### config.mk
export PLATFORM = sky130hd
export DESIGN_NAME = stream_demux_n_flat
export DESIGN_NICKNAME = d
export VERILOG_FILES = /design/src/rtl/stream_demux_n_pkg.sv /design/src/rtl/stream_demux_n_if.sv /design/src/rtl/stream_demux_n_slot.sv /design/src/rtl/stream_demux_n.sv /design/src/flat_wrapper.sv
export SDC_FILE = /design/constraint.sdc
export NUM_CORES = 1
export LEC_CHECK = 0
export CAP_MARGIN = 10
export CORE_MARGIN = 2
export CORE_UTILIZATION = 47
export CTS_BUF_LIST = sky130_fd_sc_hd__clkbuf_8 sky130_fd_sc_hd__clkbuf_16
export CTS_CLUSTER_SIZE = 40
export DETAILED_ROUTE_END_ITERATION = 7
export GPL_ROUTABILITY_DRIVEN = 0
export PLACE_DENSITY_LB_ADDON = 0.3
export SYNTH_ARGS = -nofsm -noshare
export SYNTH_HDL_FRONTEND = slang
export SYNTH_SLANG_ARGS = --single-unit
### constraint.sdc
create_clock -name clk -period 2.7 [get_ports clk]
set_input_delay 0.27 -clock clk [delete_from_list [all_inputs] [get_ports clk]]
set_output_delay 0.27 -clock clk [all_outputs]
set_load 0.05 [all_outputs]
### src/rtl/stream_demux_n_pkg.sv
// stream_demux_pkg: shared types and constants for the stream_demux_n block.
//   demux_mode_e : routing mode (addressed by in_sel, or round-robin).
//   DROP_CNT_W   : width of the saturating illegal-select drop counter.
package stream_demux_pkg;

  typedef enum logic {
    MODE_ADDR = 1'b0,
    MODE_RR   = 1'b1
  } demux_mode_e;

  localparam int DROP_CNT_W = 8;

endpackage

### src/rtl/stream_demux_n_if.sv
// stream_demux_n_if: producer-side and consumer-side handshake bundle of the
// 1-to-N stream demultiplexer.
//   mode, in_valid, in_data, in_sel : producer -> demux
//   in_ready                        : demux -> producer
//   out_valid, out_data             : demux -> consumers (channel k at [k*DATA_W +: DATA_W])
//   out_ready                       : consumers -> demux
// Modports: master = the environment (producer + consumers), slave = the demux.
interface stream_demux_n_if #(
  parameter int DATA_W = 8,
  parameter int N_CH   = 4,
  parameter int SEL_W  = $clog2(N_CH)
);

  logic                   mode;
  logic                   in_valid;
  logic                   in_ready;
  logic [DATA_W-1:0]      in_data;
  logic [SEL_W-1:0]       in_sel;
  logic [N_CH-1:0]        out_valid;
  logic [N_CH-1:0]        out_ready;
  logic [N_CH*DATA_W-1:0] out_data;

  modport master (
    output mode, in_valid, in_data, in_sel, out_ready,
    input  in_ready, out_valid, out_data
  );

  modport slave (
    input  mode, in_valid, in_data, in_sel, out_ready,
    output in_ready, out_valid, out_data
  );

endinterface

### src/rtl/stream_demux_n_slot.sv
// demux_slot: single-entry output buffer for one demux channel.
//   clk, rst_n : clock, asynchronous active-low reset
//   load_i     : write data_i into the slot this cycle
//   ready_i    : downstream consumer ready
//   data_i     : incoming beat
//   valid_o    : slot holds a beat (registered)
//   data_o     : held beat, keeps its last value while empty (registered)
module demux_slot #(
  parameter int DATA_W = 8
) (
  input  logic              clk,
  input  logic              rst_n,
  input  logic              load_i,
  input  logic              ready_i,
  input  logic [DATA_W-1:0] data_i,
  output logic              valid_o,
  output logic [DATA_W-1:0] data_o
);

  logic              valid_q, valid_d;
  logic [DATA_W-1:0] data_q, data_d;

  // A load in the same cycle as a drain wins, so the slot stays full with the new beat.
  always_comb begin
    valid_d = valid_q;
    data_d  = data_q;
    if (valid_q && ready_i) valid_d = 1'b0;
    if (load_i) begin
      valid_d = 1'b1;
      data_d  = data_i;
    end
  end

  always_ff @(posedge clk or negedge rst_n) begin
    if (!rst_n) begin
      valid_q <= 1'b0;
      data_q  <= '0;
    end else begin
      valid_q <= valid_d;
      data_q  <= data_d;
    end
  end

  assign valid_o = valid_q;
  assign data_o  = data_q;

endmodule

### src/rtl/stream_demux_n.sv
// stream_demux_n: registered 1-to-N stream demultiplexer with valid/ready on
// every port, addressed or round-robin routing and one buffer slot per channel.
//   clk, rst_n : clock, asynchronous active-low reset
//   bus        : stream_demux_n_if.slave (mode, input stream, N output streams)
//   rr_ptr     : current round-robin target channel
//   drop_cnt   : saturating count of beats discarded for an illegal in_sel
module stream_demux_n
  import stream_demux_pkg::*;
#(
  parameter int DATA_W = 8,
  parameter int N_CH   = 4,
  parameter int SEL_W  = $clog2(N_CH)
) (
  input  logic                  clk,
  input  logic                  rst_n,
  stream_demux_n_if.slave       bus,
  output logic [SEL_W-1:0]      rr_ptr,
  output logic [DROP_CNT_W-1:0] drop_cnt
);

  localparam logic [SEL_W:0]   N_CH_EXT = (SEL_W+1)'(N_CH);
  localparam logic [SEL_W-1:0] LAST_CH  = SEL_W'(N_CH-1);

  demux_mode_e            mode_s;
  logic [SEL_W-1:0]       tgt;
  logic                   sel_illegal;
  logic                   tgt_blocked;
  logic                   accept;
  logic [N_CH-1:0]        load;
  logic [N_CH-1:0]        slot_vld;
  logic                   slot_vld_a [N_CH];
  logic [DATA_W-1:0]      slot_data  [N_CH];
  logic [N_CH*DATA_W-1:0] out_data_w;
  logic [SEL_W-1:0]       rr_ptr_q, rr_ptr_d;
  logic [DROP_CNT_W-1:0]  drop_cnt_q, drop_cnt_d;

  assign mode_s = demux_mode_e'(bus.mode);
  assign tgt    = (mode_s == MODE_RR) ? rr_ptr_q : bus.in_sel;

  // Only reachable when N_CH is not a power of two; the pointer never leaves 0..N_CH-1.
  assign sel_illegal = (mode_s == MODE_ADDR) && ({1'b0, tgt} >= N_CH_EXT);

  // Target is blocked only when its slot is full and not draining this cycle,
  // so in_ready never depends on in_valid or in_data.
  always_comb begin
    tgt_blocked = 1'b0;
    for (int k = 0; k < N_CH; k++) begin
      if (tgt == SEL_W'(k)) tgt_blocked = slot_vld[k] & ~bus.out_ready[k];
    end
  end

  assign bus.in_ready = sel_illegal | ~tgt_blocked;
  assign accept       = bus.in_valid & bus.in_ready;

  always_comb begin
    load = '0;
    for (int k = 0; k < N_CH; k++) begin
      load[k] = accept & ~sel_illegal & (tgt == SEL_W'(k));
    end
  end

  for (genvar g = 0; g < N_CH; g++) begin : g_slot
    demux_slot #(.DATA_W(DATA_W)) u_slot (
      .clk     (clk),
      .rst_n   (rst_n),
      .load_i  (load[g]),
      .ready_i (bus.out_ready[g]),
      .data_i  (bus.in_data),
      .valid_o (slot_vld_a[g]),
      .data_o  (slot_data[g])
    );
  end

  always_comb begin
    slot_vld   = '0;
    out_data_w = '0;
    for (int k = 0; k < N_CH; k++) begin
      slot_vld[k]                      = slot_vld_a[k];
      out_data_w[k*DATA_W +: DATA_W] = slot_data[k];
    end
  end

  assign bus.out_valid = slot_vld;
  assign bus.out_data  = out_data_w;

  // Pointer moves only on an accepted round-robin beat, so it holds while
  // stalled and while in addressed mode.
  always_comb begin
    rr_ptr_d   = rr_ptr_q;
    drop_cnt_d = drop_cnt_q;
    if (accept && sel_illegal) begin
      if (drop_cnt_q != '1) drop_cnt_d = drop_cnt_q + 1'b1;
    end else if (accept && (mode_s == MODE_RR)) begin
      rr_ptr_d = (rr_ptr_q == LAST_CH) ? '0 : rr_ptr_q + 1'b1;
    end
  end

  always_ff @(posedge clk or negedge rst_n) begin
    if (!rst_n) begin
      rr_ptr_q   <= '0;
      drop_cnt_q <= '0;
    end else begin
      rr_ptr_q   <= rr_ptr_d;
      drop_cnt_q <= drop_cnt_d;
    end
  end

  assign rr_ptr   = rr_ptr_q;
  assign drop_cnt = drop_cnt_q;

endmodule

### src/flat_wrapper.sv
// flat-port wrapper written by rule: the top's interface ports become plain ports
module stream_demux_n_flat import stream_demux_pkg::*;
#(
  parameter int DATA_W = 8,
  parameter int N_CH   = 4,
  parameter int SEL_W  = $clog2(N_CH)
)
  (clk, rst_n, rr_ptr, drop_cnt, bus_mode, bus_in_valid, bus_in_data, bus_in_sel, bus_out_ready, bus_in_ready, bus_out_valid, bus_out_data);
  stream_demux_n_if #(.DATA_W(DATA_W), .N_CH(N_CH), .SEL_W(SEL_W)) bus_i ();
  input  logic clk;
  input  logic rst_n;
  output logic [SEL_W-1:0] rr_ptr;
  output logic [DROP_CNT_W-1:0] drop_cnt;
  input wire logic [$bits(bus_i.mode)-1:0] bus_mode;
  input wire logic [$bits(bus_i.in_valid)-1:0] bus_in_valid;
  input wire logic [$bits(bus_i.in_data)-1:0] bus_in_data;
  input wire logic [$bits(bus_i.in_sel)-1:0] bus_in_sel;
  input wire logic [$bits(bus_i.out_ready)-1:0] bus_out_ready;
  output wire logic [$bits(bus_i.in_ready)-1:0] bus_in_ready;
  output wire logic [$bits(bus_i.out_valid)-1:0] bus_out_valid;
  output wire logic [$bits(bus_i.out_data)-1:0] bus_out_data;
  assign bus_i.mode = bus_mode;
  assign bus_i.in_valid = bus_in_valid;
  assign bus_i.in_data = bus_in_data;
  assign bus_i.in_sel = bus_in_sel;
  assign bus_i.out_ready = bus_out_ready;
  assign bus_in_ready = bus_i.in_ready;
  assign bus_out_valid = bus_i.out_valid;
  assign bus_out_data = bus_i.out_data;
  stream_demux_n #(.DATA_W(DATA_W), .N_CH(N_CH), .SEL_W(SEL_W)) u_core (.clk(clk), .rst_n(rst_n), .bus(bus_i), .rr_ptr(rr_ptr), .drop_cnt(drop_cnt));
endmodule
==> flow_summary.toml, run 1 <==
[sta]
hold_viol_final = 0
drv_slew = 0
rsz0062_at_grt = "no"
max_freq_mhz = 438.4
setup_violations = 0
clock_skew_ns = 0.002898
tightestPinTransition_ns = 0.8090
finalCritPeriodShare_pct = 84.49
post-route-min-period_ns = 2.281
setup_tns_ns = 0
timing.slew.headroom_pct = 46.07

[clocking]
cts-resized-gates = 0
post_cts_buffers = 0
clock_path_buffers = 2
postCtsHoldBufs = 0
cts_tree = "built"
clk_latency_ns = 0.29
cts-root-buf = "clkbuf_8"
htree_num_levels = 2
cts_sinks = 38
cts_buffers = 5
clk_pin_slew_worst_paths_ns = 0.07

[cells_and_area]
nNetsFinal = 199
syn2layout_area_growth_pct = 36.67
multi_input_area_sq_um = 723.2
seqCellArea_sq_um = 950.9
n_fill_cell = 299
drive_above_1_share_pct = 28.18
antennaDiodeCount = 0
fin_area_sq_mm = 0.002411

[routing]
vias = 1142
viasPerCell = 4.987
drc = 0
dr.pass1.iters = 4
dr.first_iter.drc_count = 64
wirelength_microns = 3369
final_antenna_net_count = 0
wl_per_cell_microns = 14.71

[floorplan]
start_util_pct = 48.55
die-area_sq_mm = 0.004260
core_sq_mm = 0.003633
placementRows = 22
die_w_microns = 65.27
pin_count = 65
fp.dieH_microns = 65.27

[global_routing]
grt_usage_pct = 17.29
grt_pass1_wl_microns = 5485
grt_pass1_vias = 1164
grt_remaining_overflow = 0
antenna_found_initial = 0
grt_start_max_net_pins = 39

[status]
run_status = "completed"

[critical_path]
reg2reg_depth = 4
worst_setup_path_start_kind = "primary input"
cp-end-kind = "output port"
r2r_start = "u_core.rr_ptr[1]"
reg2reg_to = "u_core.g_slot[1].u_slot.data_o[7]"
crit_fanout = 9
path_class = "in -> out"
critPathArrivalTime_ns = 2.01
r2r_slack_ns = 0.85
required_ns = 2.43

[synth]
synthFlopType = "dfrtp_1"
syn_avg_cell_area_sq_um = 14.23
synth-edff-count = 0
synth_cell_types = 30
syn_inst = 124
syn-cell-area_sq_mm = 0.001764
yosys.cell_count.top_type = "dfrtp_1"
yosysWarningCount = 0
netlist_top_cells_area = "dfrtp_1 (54%), mux2_2 (16%), mux2_4 (6.8%)"
ys_ff_latch = 38
async_flop_share_pct = 100.0
ys_seq_area_share_pct = 53.90
synth_top_area_share_pct = 53.90
synth_top_cell_by_area = "dfrtp_1"
ys_top_cells_by_count = "dfrtp_1 (38), mux2_2 (25), buf_4 (12)"

[placement]
hpwl_microns = 2473
io_buffers = 56
placedInstanceArea_sq_mm = 0.002302

[min_path]
hold_class = "in -> async"

[job]
drv_cap = 0
## routing by layer
metal / share of wire, % / vias to the layer above / track usage [%]
li1: - / 530 / -
met1: 43 / 569 / 20.86
met2: 50 / 40 / 29.72
met5: 0 / - / 0
met3: 6.0 / 3 / 5.651
met4: 0.77 / 0 / 4.688
## cells by family (layout without fill, tap and decap cells)
logic type	count (synthesis)	in the layout	share of synthesized area [%]
simple gates	19	19	7.660
flops	38	38	53.90
other cells	1	8	0.2126
fa+ha+maj	1	1	0.7091
compound gates	10	10	4.681
mux	39	39	26.24
buf+inv	16	66	6.596
## state kept, by name, summed over array words and instances, names as in the netlist
register and cells:
u_core.rr_ptr 2, u_core.g_slot.u_slot.data_o 32, u_core.g_slot.u_slot.valid_o 4
## final cells by class
class / count / share of cell area [%]
sequential: 38 / 39.44
multi-input combinational: 77 / 29.99
timing repair buffer: 58 / 23.56
clock buffer: 5 / 2.854
tap: 48 / 2.491
clock inverter: 3 / 1.661
## how the worst max path moves through the flow
stage / endpoint / startpoint / slack [ns] / cells past startpoint
6_report: bus_in_ready / bus_mode / 0.42 / 6
5_1_grt: bus_in_ready / bus_mode / 0.30 / 6
4_1_cts: bus_in_ready / bus_mode / 0.43 / 6
3_5_place_dp: bus_in_ready / bus_mode / 0.44 / 6
3_3_place_gp: bus_in_ready / bus_mode / 0.48 / 6
2_1_floorplan: bus_in_ready / u_core.rr_ptr[1] / 0.34 / 5
## per-stage QoR
| step | cells | setup WS (ns) | hold slack [ns] | util, % |
|---|---|---|---|---|
| floorplan | 131 | 0.3430 | -0.02559 | - |
| global placement | 221 | 0.4822 | 0.4050 | 63.36 |
| detailed placement | 221 | 0.4362 | 0.4147 | 63.36 |
| CTS | 229 | 0.4344 | 0.1002 | 66.36 |
| global route | 229 | 0.3031 | 0.1290 | 66.36 |
| finish | 229 | 0.4189 | 0.06945 | 66.36 |
## critical path, stage by stage
cell and delay (ns):
clkdlybuf4s50_1 0.66, mux2i_1 0.37, mux2_2 0.37, nor2_1 0.09, a21oi_1 0.05, buf_4 0.20
## placed cells by master, fill, tap and decap left out, types with 2 or more instances in the layout
cell type,n
conb_1,8
o21ai_0,4
nand2_1,4
dfrtp_1,38
buf_4,3
mux2i_1,5
mux2_4,8
clkdlybuf4s50_1,54
mux2_2,25
nand2b_1,4
clkinv_2,2
nor2_1,2
clkbuf_8,5
Power of run 1 is left out: the tool's default activity adds up to more than one toggle a clock period on the data nets, which glitch-free logic cannot reach.
==> run 2, diff against run 1 <==
Settings changed: CORE_UTILIZATION 47 to 44.
Clock period 2.7 ns to 2.2 ns, I/O delays scaled along.
==> flow_summary.toml, run 2 (synthesis gave the netlist of run 1 again) <==
[routing]
wl_per_cell_microns = 16.69
wirelength_microns = 3922
vias = 1191
viasPerCell = 5.068
final_antenna_net_count = 0
dr.first_iter.drc_count = 62
dr.pass1.iters = 4
drc = 0

[clocking]
cts_tree = "built"
clk_latency_ns = 0.29
postCtsHoldBufs = 0
clk_pin_slew_worst_paths_ns = 0.08
post_cts_buffers = 0
cts-root-buf = "clkbuf_8"
cts_buffers = 5
clock_path_buffers = 2
cts_sinks = 38
htree_num_levels = 2

[cells_and_area]
drive_above_1_share_pct = 30.81
nNetsFinal = 203
n_fill_cell = 304
syn2layout_area_growth_pct = 38.16
seqCellArea_sq_um = 950.9
multi_input_area_sq_um = 730.7
antennaDiodeCount = 0
final_common_cell = "clkdlybuf4s50_1"
fin_area_sq_mm = 0.002437
largest_reg_flops = 32
final_cell_mix = "clkdlybuf4s50_1 (54), dfrtp_1 (38), mux2_2 (25)"

[critical_path]
reg2reg_to = "u_core.g_slot[2].u_slot.data_o[1]"
worst_setup_path_start_kind = "primary input"
path_class = "in -> out"
critPathMostFrequentCell = "buf_4"
reg2reg_depth = 5
slowest_stage = "clkdlybuf4s50_1"
cpPeakStageDelay_ns = 0.62
cp-endpoint = "bus_in_ready"
crit_buf_inv = 3
cp-end-kind = "output port"
crit_start = "bus_mode"
worstPathCellList = "clkdlybuf4s50_1, mux2i_2, buf_4, mux2i_1, a21oi_2, buf_4"
required_ns = 1.98
cp_top_family = "buffers and inverters"
r2r_slack_ns = 0.45
r2r_start = "u_core.rr_ptr[1]"
crit_fanout = 6
critical_path_cell_count = 6
critPathArrivalTime_ns = 1.85

[floorplan]
die_w_microns = 67.32
fp.dieH_microns = 67.32
core_sq_mm = 0.003943
pin_count = 65
placementRows = 23
die-area_sq_mm = 0.004532
start_util_pct = 44.75

[job]
drv_cap = 0

[global_routing]
grt_pass1_wl_microns = 6396
use_met2_pct = 31.44
grtUsageMet1_pct = 23.64
met3_usage_pct = 7.500
grt_remaining_overflow = 0
grt_start_max_net_pins = 39
grt_pass1_vias = 1270
globalRoute.busiestLayer = "met2"
antenna_found_initial = 0
grt_usage_pct = 19.49

[sta]
finalCritPeriodShare_pct = 94.11
hold_viol_final = 0
post-route-min-period_ns = 2.070
timing.slew.headroom_pct = 44.13
setup_tns_ns = 0
max_freq_mhz = 483.0
setup_violations = 0
clock_skew_ns = 0.007197
drv_slew = 0
tightestPinTransition_ns = 0.8381
rsz0062_at_grt = "no"

[status]
run_status = "completed"

[placement]
hpwl_microns = 2729
io_buffers = 56
placedInstanceArea_sq_mm = 0.002338

[min_path]
hold_class = "in -> async"
run 2: worst register-to-register path: stages, from the launching register on:
cell and delay [ns]:
dfrtp_1 0.59, and3b_1 0.23, o21ai_0 0.12, nor2b_1 0.15, buf_4 0.19, mux2_2 0.35
run 2: final cells by class:
cell class / count / share of cell area [%]
Sequential cell: 38 / 39.01
Timing Repair Buffer: 62 / 24.54
Clock buffer: 6 / 3.388
Clock inverter: 2 / 0.5133
Multi-Input combinational cell: 77 / 29.98
Tap cell: 50 / 2.567
run 2: metal layers:
metal,wire length (microns),part of all wire [%],vias up
li1,-,-,535
met1,1661,42,600
met2,1934,49,52
met3,298,7.6,4
met4,27,0.69,0
met5,0,0,-
run 2: worst min-delay path by stage:
stage	startpoint	end	slack, ns	cells after the start
2_1_floorplan	rst_n	u_core.g_slot[0].u_slot.data_o[0]	-0.08	0
3_3_place_gp	rst_n	u_core.g_slot[0].u_slot.data_o[5]	0.36	1
3_5_place_dp	rst_n	u_core.g_slot[3].u_slot.data_o[5]	0.38	1
4_1_cts	rst_n	u_core.g_slot[3].u_slot.data_o[5]	0.06	1
5_1_grt	rst_n	u_core.g_slot[3].u_slot.data_o[5]	0.09	1
6_report	rst_n	u_core.g_slot[3].u_slot.data_o[5]	0.02	1
run 2: stage by stage:
stage | std cells | utilization (%) | setup slack (ns) | hold WS [ns]
after floorplan | 131 | - | 0.1971 | -0.07559
after global placement | 227 | 59.31 | 0.1774 | 0.3594
after detailed placement | 227 | 59.31 | 0.09586 | 0.3775
after CTS | 235 | 61.73 | 0.1142 | 0.05624
after global routing | 235 | 61.82 | 0.02492 | 0.09229
final | 235 | 61.82 | 0.1296 | 0.02290
run 2: timing repair:
| action | CTS | global route |
|---|---|---|
| gates resized for setup | 0 | 1 |
| endpoints found under the setup margin | 0 | 1 |
| endpoints found under the hold margin | 0 | 0 |
Power of run 2 is left out for the same reason.
==> patch: new RTL, config.mk and constraints of run 2 <==
`N_CH` is set to 4 in 3 places; all go to 8.
--- a/src/rtl/stream_demux_n_if.sv
+++ b/src/rtl/stream_demux_n_if.sv
@@ -7,7 +7,7 @@
 // Modports: master = the environment (producer + consumers), slave = the demux.
 interface stream_demux_n_if #(
   parameter int DATA_W = 8,
-  parameter int N_CH   = 4,
+  parameter int N_CH   = 8,
   parameter int SEL_W  = $clog2(N_CH)
 );
 
--- a/src/rtl/stream_demux_n.sv
+++ b/src/rtl/stream_demux_n.sv
@@ -8,7 +8,7 @@
   import stream_demux_pkg::*;
 #(
   parameter int DATA_W = 8,
-  parameter int N_CH   = 4,
+  parameter int N_CH   = 8,
   parameter int SEL_W  = $clog2(N_CH)
 ) (
   input  logic                  clk,
--- a/src/flat_wrapper.sv
+++ b/src/flat_wrapper.sv
@@ -2,7 +2,7 @@
 module stream_demux_n_flat import stream_demux_pkg::*;
 #(
   parameter int DATA_W = 8,
-  parameter int N_CH   = 4,
+  parameter int N_CH   = 8,
   parameter int SEL_W  = $clog2(N_CH)
 )
   (clk, rst_n, rr_ptr, drop_cnt, bus_mode, bus_in_valid, bus_in_data, bus_in_sel, bus_out_ready, bus_in_ready, bus_out_valid, bus_out_data);
Ports: changed (5 resized); port bits go from 65 to 107. The function was not compared with the original's and may differ.
==> patch against run 2 <==
  * The run now ends with negative hold slack, negative setup slack left
  * Cell area grew 89%
  * Critical endpoint unchanged
  * Hold slack lost 0.046 ns
  * Worst setup slack lost 0.16 ns
  * Synthesized area grew 80%
  * Routed wire length grew 100%
  * Sequential cell count grew 37
Power is left out: the tool's default activity adds up to more than one toggle a clock period on the data nets, which glitch-free logic cannot reach.
==> patch: results (changes against run 2) <==
stage;metric;value;unit;change
run_status;status;finished with violations;;was completed
run_status;failing checks;negative hold slack, negative setup slack;;
final_layout;n_diodes;0;;unchanged
synthesis;FFs w/ async S/R, synth;100;%;unchanged
synthesis;Post-synth top cells;75 x dfrtp_1, 43 x mux2_2, 24 x o2bb2ai_1, 23 x nand2_1, 16 x buf_4;;was 38 x dfrtp_1, 25 x mux2_2, 12 x buf_4, 8 x mux2_4, 5 x mux2i_1
routing;vias per inst;5.14;;was 5.07
worst_setup_path;FF-to-FF path depth;7;;was 5
final_layout;max reg flops;64;;was 32
synthesis;Netlist cell types;39;;was 30
clocking;Bufs on Longest Clock Path;2;;unchanged
routing;drt pass-1 iters;4;;unchanged
grt;number of global-route vias before repair;2400;;was 1270
grt;GRT Overall Usage;21.0;%;was 19.5%
sta;final setup violation count;1;;was 0
clocking;Worst-path clk slew;0.08;ns;about the same
final_layout;share of layout cells above drive strength 1;27.3;%;was 30.8%
worst_setup_path;CP Max Fanout;4;;was 6
synthesis;Seq/Total Area, Yosys;59.1;%;was 53.9%
grt;largest net degree at the start of global routing;76;;was 39
synthesis;Main synth FF type;dfrtp_1;;unchanged
grt;initial antenna violation count;0;;unchanged
clocking;CTS Buf Count;9;;was 5
sta;Worst Max-Slew Pin Slew;0.936;ns;was 0.838 ns
routing;Wirelength per Cell;17.7;µm;was 16.7 µm
sta;final hold vios;8;;was 0
clocking;clk_lat worst skew;0.35;ns;was 0.29 ns
worst_setup_path;reg2reg start;u_core.rr_ptr[0];;was u_core.rr_ptr[1]
routing;DR iter-0 viols;102;;was 62
worst_setup_path;Critical Path AT;2.01;ns;was 1.85 ns
worst_setup_path;R2R Path End;u_core.g_slot[2].u_slot.data_o[3];;was u_core.g_slot[2].u_slot.data_o[1]
sta;Worst Clk Skew;0.00441;ns;was 0.00720 ns
final_layout;nets;380;;was 203
sta;Hold Worst Slack;-0.0233;ns;was 0.0229 ns
min_path;Hold Crit Class;input port to async pin;;unchanged
worst_setup_path;R2R Setup Slk;0.08;ns;was 0.45 ns
synthesis;largest cells by area after synthesis;dfrtp_1 59%, mux2_2 15%, o2bb2ai_1 6.6%, buf_4 3.8%, nand2_1 2.7%;;was dfrtp_1 54%, mux2_2 16%, mux2_4 6.8%, buf_4 5.1%, mux2i_1 2.8%
grt;global-route wire length before repair;12200;µm;was 6400 µm
clocking;H-Tree Depth;3;;was 2
placement;pre-CTS WS;-0.292;ns;was 0.0959 ns
clocking;Root Buffer;clkbuf_8;;unchanged
synthesis;YS warnings;0;;unchanged
placement;HPWL Detailed;5600;µm;was 2730 µm
sta;final setup margin;-0.0281;ns;was 0.130 ns
placement;Port Buffers;98;;was 56
patch: area by class of cell:
cell class	instances	area, µm²
clock buffer	10	138
clock inverter	5	55.1
fill	527	2260
inverter	1	3.75
multi-input combinational	149	1220
sequential	75	1880
tap	96	120
timing repair buffer	119	1190
patch: worst max path at each step:
stage / startpoint / endpoint / slack [ns] / depth (start not counted)
after CTS: u_core.rr_ptr[0] / bus_in_ready / -0.06 / 6
after floorplan: u_core.rr_ptr[1] / u_core.g_slot[2].u_slot.data_o[0] / 0.02 / 7
after global routing: bus_in_sel[1] / bus_in_ready / -0.08 / 6
after detailed placement: bus_mode / u_core.g_slot[2].u_slot.data_o[3] / -0.29 / 7
final: u_core.rr_ptr[0] / bus_in_ready / -0.03 / 6
after global placement: bus_mode / u_core.g_slot[2].u_slot.data_o[0] / -0.22 / 7
patch: metrics by stage:
stage | util (%) | cell area, µm² | hold slack, ns | cells | TNS, ns
floorplan | - | 3220 | -0.0756 | 244 | 0
global placement | 63.8 | 4380 | 0.420 | 438 | -9.18
detailed placement | 63.8 | 4380 | 0.426 | 438 | -11.79
CTS | 67.0 | 4600 | 0.0464 | 455 | -0.0551
global route | 67.1 | 4610 | 0.0780 | 455 | -0.0772
finish | 67.1 | 4610 | -0.0233 | 455 | -0.0281
patch: layer usage:
layer / GRT usage, % / up-vias / wire length (µm)
li1: - / 1073 / -
met1: 29.2 / 1154 / 3580
met2: 30.3 / 97 / 3640
met3: 6.37 / 15 / 629
met4: 10.2 / 0 / 185
met5: 0 / - / 0
patch: cells by family (layout without fill, tap and decap cells):
logic type | count (synthesis) | after routing | share of synthesized area, %
adders and majority gates | 2 | 2 | 0.788
and+or+nand+nor | 56 | 56 | 9.46
other | 1 | 8 | 0.118
AOI/OAI and AO/OA | 38 | 38 | 9.93
DFF | 75 | 75 | 59.1
muxes | 45 | 45 | 16.0
buffers and inverters | 20 | 135 | 4.53
patch: repair_timing:
item	in CTS	in global routing
pin swaps	1	3
resized for setup	4	2
endpoints found under the hold margin	0	0
setup endpoints to repair	1	17
buffers inserted	2	0
patch: critical path, cell delays in order, from the launching register on:
cell	delay, ns
dfrtp_2	0.41
mux2_4	0.29
or3_4	0.35
a32oi_2	0.19
buf_4	0.16
o22ai_4	0.09
buf_12	0.17
